[config.mk]
export PLATFORM = sky130hd
export DESIGN_NAME = turn_signal_seq
export DESIGN_NICKNAME = d
export VERILOG_FILES = /design/src/rtl/turn_signal_seq_pkg.sv /design/src/rtl/turn_signal_seq_sync.sv /design/src/rtl/turn_signal_seq.sv
export SDC_FILE = /design/constraint.sdc
export NUM_CORES = 1
export LEC_CHECK = 0
export BUFFER_PORTS_ARGS = -buffer_cell sky130_fd_sc_hd__buf_4
export CORE_AREA = 2 2 39 41
export DETAILED_ROUTE_END_ITERATION = 12
export DIE_AREA = 0 0 41 43
export GPL_TIMING_DRIVEN = 0
export PLACE_DENSITY = 0.71
export SETUP_SLACK_MARGIN = 0.5
export SKIP_CTS_REPAIR_TIMING = 1
export SYNTH_ARGS = -nofsm -noshare
export SYNTH_HDL_FRONTEND = slang
export SYNTH_SLANG_ARGS = --single-unit
[constraint.sdc]
create_clock -name CLOCK_50 -period 1.95 [get_ports CLOCK_50]
set_input_delay 0.0975 -clock CLOCK_50 [delete_from_list [all_inputs] [get_ports CLOCK_50]]
set_output_delay 0.0975 -clock CLOCK_50 [all_outputs]
set_load 0.05 [all_outputs]
[src/rtl/turn_signal_seq_pkg.sv]
// Shared types for the turn-signal sequencer and downstream lamp stages:
// FSM state encoding, lamp patterns and the state-to-lamp decode.
package turn_signal_seq_pkg;

  typedef enum logic [3:0] {
    IDLE,
    L1,
    L2,
    L3,
    R1,
    R2,
    R3,
    ERR_ON,
    ERR_OFF
  } state_e;

  typedef logic [2:0] lamp_t;

  localparam lamp_t LAMP_OFF = 3'b000;
  localparam lamp_t LAMP_P1  = 3'b001;
  localparam lamp_t LAMP_P2  = 3'b011;
  localparam lamp_t LAMP_P3  = 3'b111;

  typedef struct packed {
    lamp_t left;
    lamp_t right;
    logic  error;
  } lamps_t;

  localparam lamps_t LAMPS_DARK = '{left: LAMP_OFF, right: LAMP_OFF, error: 1'b0};

  function automatic lamps_t decode_state(input state_e st);
    lamps_t l;
    l = LAMPS_DARK;
    case (st)
      L1:      l.left  = LAMP_P1;
      L2:      l.left  = LAMP_P2;
      L3:      l.left  = LAMP_P3;
      R1:      l.right = LAMP_P1;
      R2:      l.right = LAMP_P2;
      R3:      l.right = LAMP_P3;
      ERR_ON: begin
        l.left  = LAMP_P3;
        l.right = LAMP_P3;
        l.error = 1'b1;
      end
      ERR_OFF: l.error = 1'b1;
      default: l = LAMPS_DARK;
    endcase
    return l;
  endfunction

  function automatic logic is_error_state(input state_e st);
    return (st == ERR_ON) || (st == ERR_OFF);
  endfunction

endpackage

[src/rtl/turn_signal_seq_sync.sv]
// Multi-flop synchronizer for one asynchronous switch input into the
// sequencer clock domain; cleared by the synchronous reset.
module sig_sync #(
  parameter int STAGES = 2
) (
  input  logic clk,
  input  logic reset,
  input  logic d,
  output logic q
);

  if (STAGES < 2) begin : g_bad_stages
    $error("sig_sync: STAGES must be at least 2");
  end

  logic [STAGES-1:0] chain_q;
  logic [STAGES-1:0] chain_d;

  always_comb begin
    chain_d = {chain_q[STAGES-2:0], d};
  end

  // NOTE: sequential state uses non-blocking assignments so every flop samples pre-edge values.
  always_ff @(posedge clk) begin
    if (reset) begin
      chain_q <= '0;
    end else begin
      chain_q <= chain_d;
    end
  end

  assign q = chain_q[STAGES-1];

endmodule

[src/rtl/turn_signal_seq.sv]
// Turn-signal sequencer: synchronizes the two switches and steps a lamp
// pattern FSM on each upstream tick; lamp outputs are registered.
module turn_signal_seq
  import turn_signal_seq_pkg::*;
#(
  parameter int SYNC_STAGES = 2
) (
  input  logic       CLOCK_50,
  input  logic       reset,
  input  logic       tick,
  input  logic       left_in,
  input  logic       right_in,
  output logic [2:0] left_lights,
  output logic [2:0] right_lights,
  output logic       error
);

  logic   sl;
  logic   sr;
  state_e state_q;
  state_e state_d;
  lamps_t lamps_q;
  lamps_t lamps_d;

  sig_sync #(.STAGES(SYNC_STAGES)) u_sync_left (
    .clk  (CLOCK_50),
    .reset(reset),
    .d    (left_in),
    .q    (sl)
  );

  sig_sync #(.STAGES(SYNC_STAGES)) u_sync_right (
    .clk  (CLOCK_50),
    .reset(reset),
    .d    (right_in),
    .q    (sr)
  );

  // NOTE: state_d gets a default before any branch so the combinational block cannot infer a latch.
  always_comb begin
    state_d = state_q;
    if (tick) begin
      if (sl && sr && !is_error_state(state_q)) begin
        state_d = ERR_ON;
      end else begin
        case (state_q)
          IDLE: begin
            if (sl)      state_d = L1;
            else if (sr) state_d = R1;
            else         state_d = IDLE;
          end
          L1:      state_d = sl ? L2 : IDLE;
          L2:      state_d = sl ? L3 : IDLE;
          L3:      state_d = sl ? L1 : IDLE;
          R1:      state_d = sr ? R2 : IDLE;
          R2:      state_d = sr ? R3 : IDLE;
          R3:      state_d = sr ? R1 : IDLE;
          ERR_ON:  state_d = (sl && sr) ? ERR_OFF : IDLE;
          ERR_OFF: state_d = (sl && sr) ? ERR_ON : IDLE;
          default: state_d = IDLE;
        endcase
      end
    end
  end

  // Lamps are decoded from the next state so the registered outputs always
  // match the state register on the same edge.
  always_comb begin
    lamps_d = decode_state(state_d);
  end

  always_ff @(posedge CLOCK_50) begin
    if (reset) begin
      state_q <= IDLE;
      lamps_q <= LAMPS_DARK;
    end else begin
      state_q <= state_d;
      lamps_q <= lamps_d;
    end
  end

  assign left_lights  = lamps_q.left;
  assign right_lights = lamps_q.right;
  assign error        = lamps_q.error;

endmodule
# Word level (Yosys, flattened, before mapping)
# Cells that the tools add are included.
[totals]
reg_bits = 15
wordCells = 45
[op_classes]
n_reduce_logical = 8
n_mux = 15
eq_ne = 16
[op_table]
columns = ["op", "n"]
rows = [
  ["4-bit case mux with 9 select lines", 1],
  ["4-bit by 3-bit equality test with 1-bit output, second input constant", 8],
  ["3-bit case mux with 3 select lines", 2],
  ["4-bit by 2-bit equality test with 1-bit output, second input constant", 4],
  ["3-bit two-way mux", 5],
  ["4-bit two-way mux", 3],
  ["4-bit by 1-bit equality test with 1-bit output, second input constant", 2],
  ["4-bit equality test, second input constant", 2],
  ["2-bit OR reduction", 3],
  ["4-bit logical NOT", 1],
  ["2-bit two-way mux", 2],
  ["1-bit logical AND", 2],
  ["1-bit two-way mux", 2],
  ["1-bit logical NOT", 1],
  ["1-bit logical OR", 1],
]

# Logic depth before layout (Yosys ltp)
[depth]
ltp_word = 9
ltp_mapped = 5
depth_no_buf = 5

# Hierarchy
# A second synthesis with hierarchy kept.
[unflattened]
cells_unflattened = 65
area_unflattened_um2 = 628.1
[modules_own_cells]
columns = ["mod", "area_per_inst_um2", "cells_per_inst", "seq_area_each_um2", "instances"]
rows = [
  ["turn_signal_seq", 523.0, 57, 220.2, 1],
  ["sig_sync", 52.6, 4, 40.0, 2],
]

# Least setup slack after synthesis
# Ideal clock, no wire load.
[synth_path]
path_type = "register to register"
startpoint = "register state_q[0]"
endpoint = "register lamps_q (netlist bit left_lights[0])"
path_stages_with_launch = 5
setup_time_ns = 0.125
synth_period_minus_slack_ns = 1.485
n_path_buf = 0
t_arrival_ns = 1.360
slack_ns = 0.465
cell_sequence = "dfxtp_1 > nand4b_1 > a221oi_2 > maj3_2 > nor3_2"
[synth_between]
elab_chain_cells = 9
[synth_lines]
columns = ["item", "line", "source"]
rows = [
  ["start: declaration", "turn_signal_seq.sv:20", "state_e state_q;"],
  ["start signal: assignment", "turn_signal_seq.sv:77", "state_q <= state_d;"],
  ["branches (longest 5 deep; another with 4-bit case mux with 9 select lines)", "n/a", ""],
  ["4-bit two-way mux *", "turn_signal_seq.sv:42", "if (tick) begin"],
  ["4-bit by 3-bit equality test with 1-bit output / 4-bit by 2-bit equality test with 1-bit output (equally long branches)", "turn_signal_seq_pkg.sv:35", "case (st)"],
  ["2-bit OR reduction (no line)", "n/a", ""],
  ["3-bit case mux with 3 select lines *", "turn_signal_seq_pkg.sv:35", ""],
  ["end signal: assignment", "turn_signal_seq.sv:78", "lamps_q <= lamps_d;"],
  ["end: declaration", "turn_signal_seq.sv:22", "lamps_t lamps_q;"],
]
# Mark *: on every way between the ends.
# A chain may end at the register's enable or synchronous reset.

# Worst setup path after layout
[layout_path]
startpoint = "register state_q[1]"
endpoint = "register lamps_q (netlist bit left_lights[0])"
# Same word-level chain as after synthesis.

==> metrics.csv <==
stage,metric,value,unit
run_status,status,"finished, final reports clean",
routing,drc,0,
layout,final_cells,93,
clock_tree,clk_pin_slew,80,ps
floorplanning,rows,14,
place,port_buffers,10,
power_and_ir_drop,max-vdd-ir-drop,494.7,uV
sta,hold_violations,0,
floorplanning,die_h,43,um
critical_path,critPathCaptureType,flip-flop,
yosys,yosys_warnings,0,
yosys,synth-seq-area-share,49.28,%
sta,rsz0062_at_grt,true,
place,dp_hpwl,781.9,um
clock_tree,cts_tree,done,
power_and_ir_drop,p_leak,0.0003064,uW
critical_path,critPathMaxFanout,6,
layout,nNetsFinal,83,
critical_path,start_kind,flip-flop,
yosys,synth_top_area_share,49.28,%
sta,relSlewSlack,76.84,%
floorplanning,dieArea,1763,sq um
clock_tree,cts_buffers,3,
sta,skew,3.245,ps
worst_hold_path,min_path_type,input pin to flip-flop,
routing,drtIter0Drc,9,
clock_tree,clock-root-buffer,clkbuf_4,
sta,finalMaxSlewViolations,0,
clock_tree,htreeDepth,1,
critical_path,arrival,1730,ps
power_and_ir_drop,power.density,663.2,nW/um^2
sta,finalSetupViolations,0,
yosys,synth-seq-cells,15,
global_routing,grt_pass1_wl,1607,um
global_routing,grt_pass1_vias,401,
routing,routed-via-count,481,
sta,fin_crit_sh,78.49,%
global_routing,track_usage,13.59,%
routing,drt.antenna.violating_nets,0,
layout,final_cell_mix,"buf_4 (14), dfxtp_1 (10), nor2_1 (6)",
floorplanning,num_io_pins,12,
layout,drive_gt1_share,41.56,%
global_routing,grt_max_degree,11,
sta,setup_tns,0,ps
yosys,avgSynthCellArea,10.33,sq um
sta,max_clock_freq,0.6533,GHz
yosys,synth_cell_types,26,
sta,tightest_slew,347.4,ps
floorplanning,chipWidth,41,um
critical_path,critPathKind,flip-flop to flip-flop,
routing,avgRoutedWirePerCell,12.11,um
clock_tree,cts_sinks,15,
layout,num_antenna_cells,0,
yosys,syn-num-nets,64,
floorplanning,initial_core_util,44.03,%
place,placed_cells,85,
floorplanning,core_area,1384,sq um
global_routing,grt_overflow,0,
job,cap_viol_max_count,0,
layout,fillers,126,
layout,multi_input_area,325.3,sq um
routing,dr.pass1.iters,4,
layout,final_common_cell,buf_4,
sta,period_needed,1531,ps
clock_tree,clk_latency,270,ps
yosys,postSynthCellCount,59,
global_routing,antenna_found_initial,0,
critical_path,cp.required,2150,ps
yosys,yosysTopAreaCell,dfxtp_1,
layout,syn2layout_area_growth,34.09,%
yosys,synth_area_leaders,"dfxtp_1 (49%), nor2b_1 (5.1%), nor2_1 (3.7%), nand4b_1 (2.9%), o32ai_2 (2.7%)",
place,place.gp.congestion,0.6529,
routing,wl,1126,um
routing,via_per_inst,5.172,
clock_tree,cts_max_path_buffers,2,
yosys,synth_area,609.3,sq um
layout,regArea,314.1,sq um
==> area by class of cell <==
type	count	share of cell area, %
tap	16	2.450
timing repair buffer	14	12.86
sequential	15	38.44
inverter	4	1.838
buffer	1	1.378
multi-input combinational	39	39.82
clock buffer	4	3.216
==> power breakdown <==
group	switching [uW]	internal (uW)	total, uW	leakage (uW)
Clock	86.1	79.1	165	0.0000150
Sequential	7.62	311	319	0.000125
Combinational	31.7	25.9	57.7	0.000166
==> through the flow <==
| step | hold slack [ps] | util [%] | worst slack [ps] | total power [uW] | area, sq um |
|---|---|---|---|---|---|
| final | 18.60 | 59.04 | 419.4 | 541.8 | 817.0 |
| after global routing | 15.56 | 59.04 | 375.2 | 567.8 | 817.0 |
| after CTS | 18.11 | 55.24 | 354.8 | 547.4 | 764.5 |
| after detailed placement | 308.4 | 53.35 | 371.1 | 384.0 | 738.2 |
| after global placement | 304.2 | 53.35 | 400.2 | 383.0 | 738.2 |
| after floorplan | 225.7 | - | 509.8 | 367.7 | 643.1 |
==> per-layer routing <==
layer,vias to the layer above,wire (um),track usage (%)
met4,0,10,8.000
met5,-,0,0
met1,224,506,16.94
met2,8,571,20.31
met3,2,37,3.141
li1,247,-,-
==> cells by family (layout without fill, tap and decap cells) <==
group,after synthesis,after routing,share of synthesized area [%]
AOI/OAI and AO/OA,14,14,20.12
adders and majority gates,1,1,1.848
buffers and inverters,5,23,4.311
DFF,15,15,49.28
and+or+nand+nor,24,24,24.44
==> state kept, by name, indices dropped and copies added, names as in the netlist <==
register	count
error	1
left_lights	3
right_lights	3
state_q	4
u_sync_left.chain_q	2
u_sync_right.chain_q	2
==> synth_stat cells <==
master	instances
a21oi_1	3
o2111ai_1	1
nand3b_1	2
a21oi_2	1
a2111oi_2	1
a221oi_2	1
inv_1	4
nand2b_1	2
nor4b_1	1
nor3b_1	1
o21ai_0	2
or2b_2	1
and2b_1	1
o31ai_1	1
o21bai_1	1
buf_6	1
o311a_2	1
o211ai_1	1
nand4b_1	2
o32ai_2	1
nand2_1	2
nor2b_1	5
nor3_2	1
dfxtp_1	15
nor2_1	6
maj3_2	1
==> worst max-delay path, cell delays in order, from the launching register on <==
cell       delay, ps
dfxtp_4          360
nand3b_1         190
a2111oi_4        390
a221oi_4         100
maj3_2           330
nor3_2           100
==> final timing paths <==
kind / from / to / slack (ps) / cells past startpoint
max: state_q[1]$_SDFF_PP0_ / left_lights[0]$_SDFF_PP0_ / 420 / 5
min: reset / state_q[1]$_SDFF_PP0_ / 20 / 2
max reg2reg: state_q[1]$_SDFF_PP0_ / left_lights[0]$_SDFF_PP0_ / 420 / 5
min reg2reg: u_sync_right.chain_q[0]$_SDFF_PP0_ / u_sync_right.chain_q[1]$_SDFF_PP0_ / 440 / 1
Power figures use the tool's default switching activity.
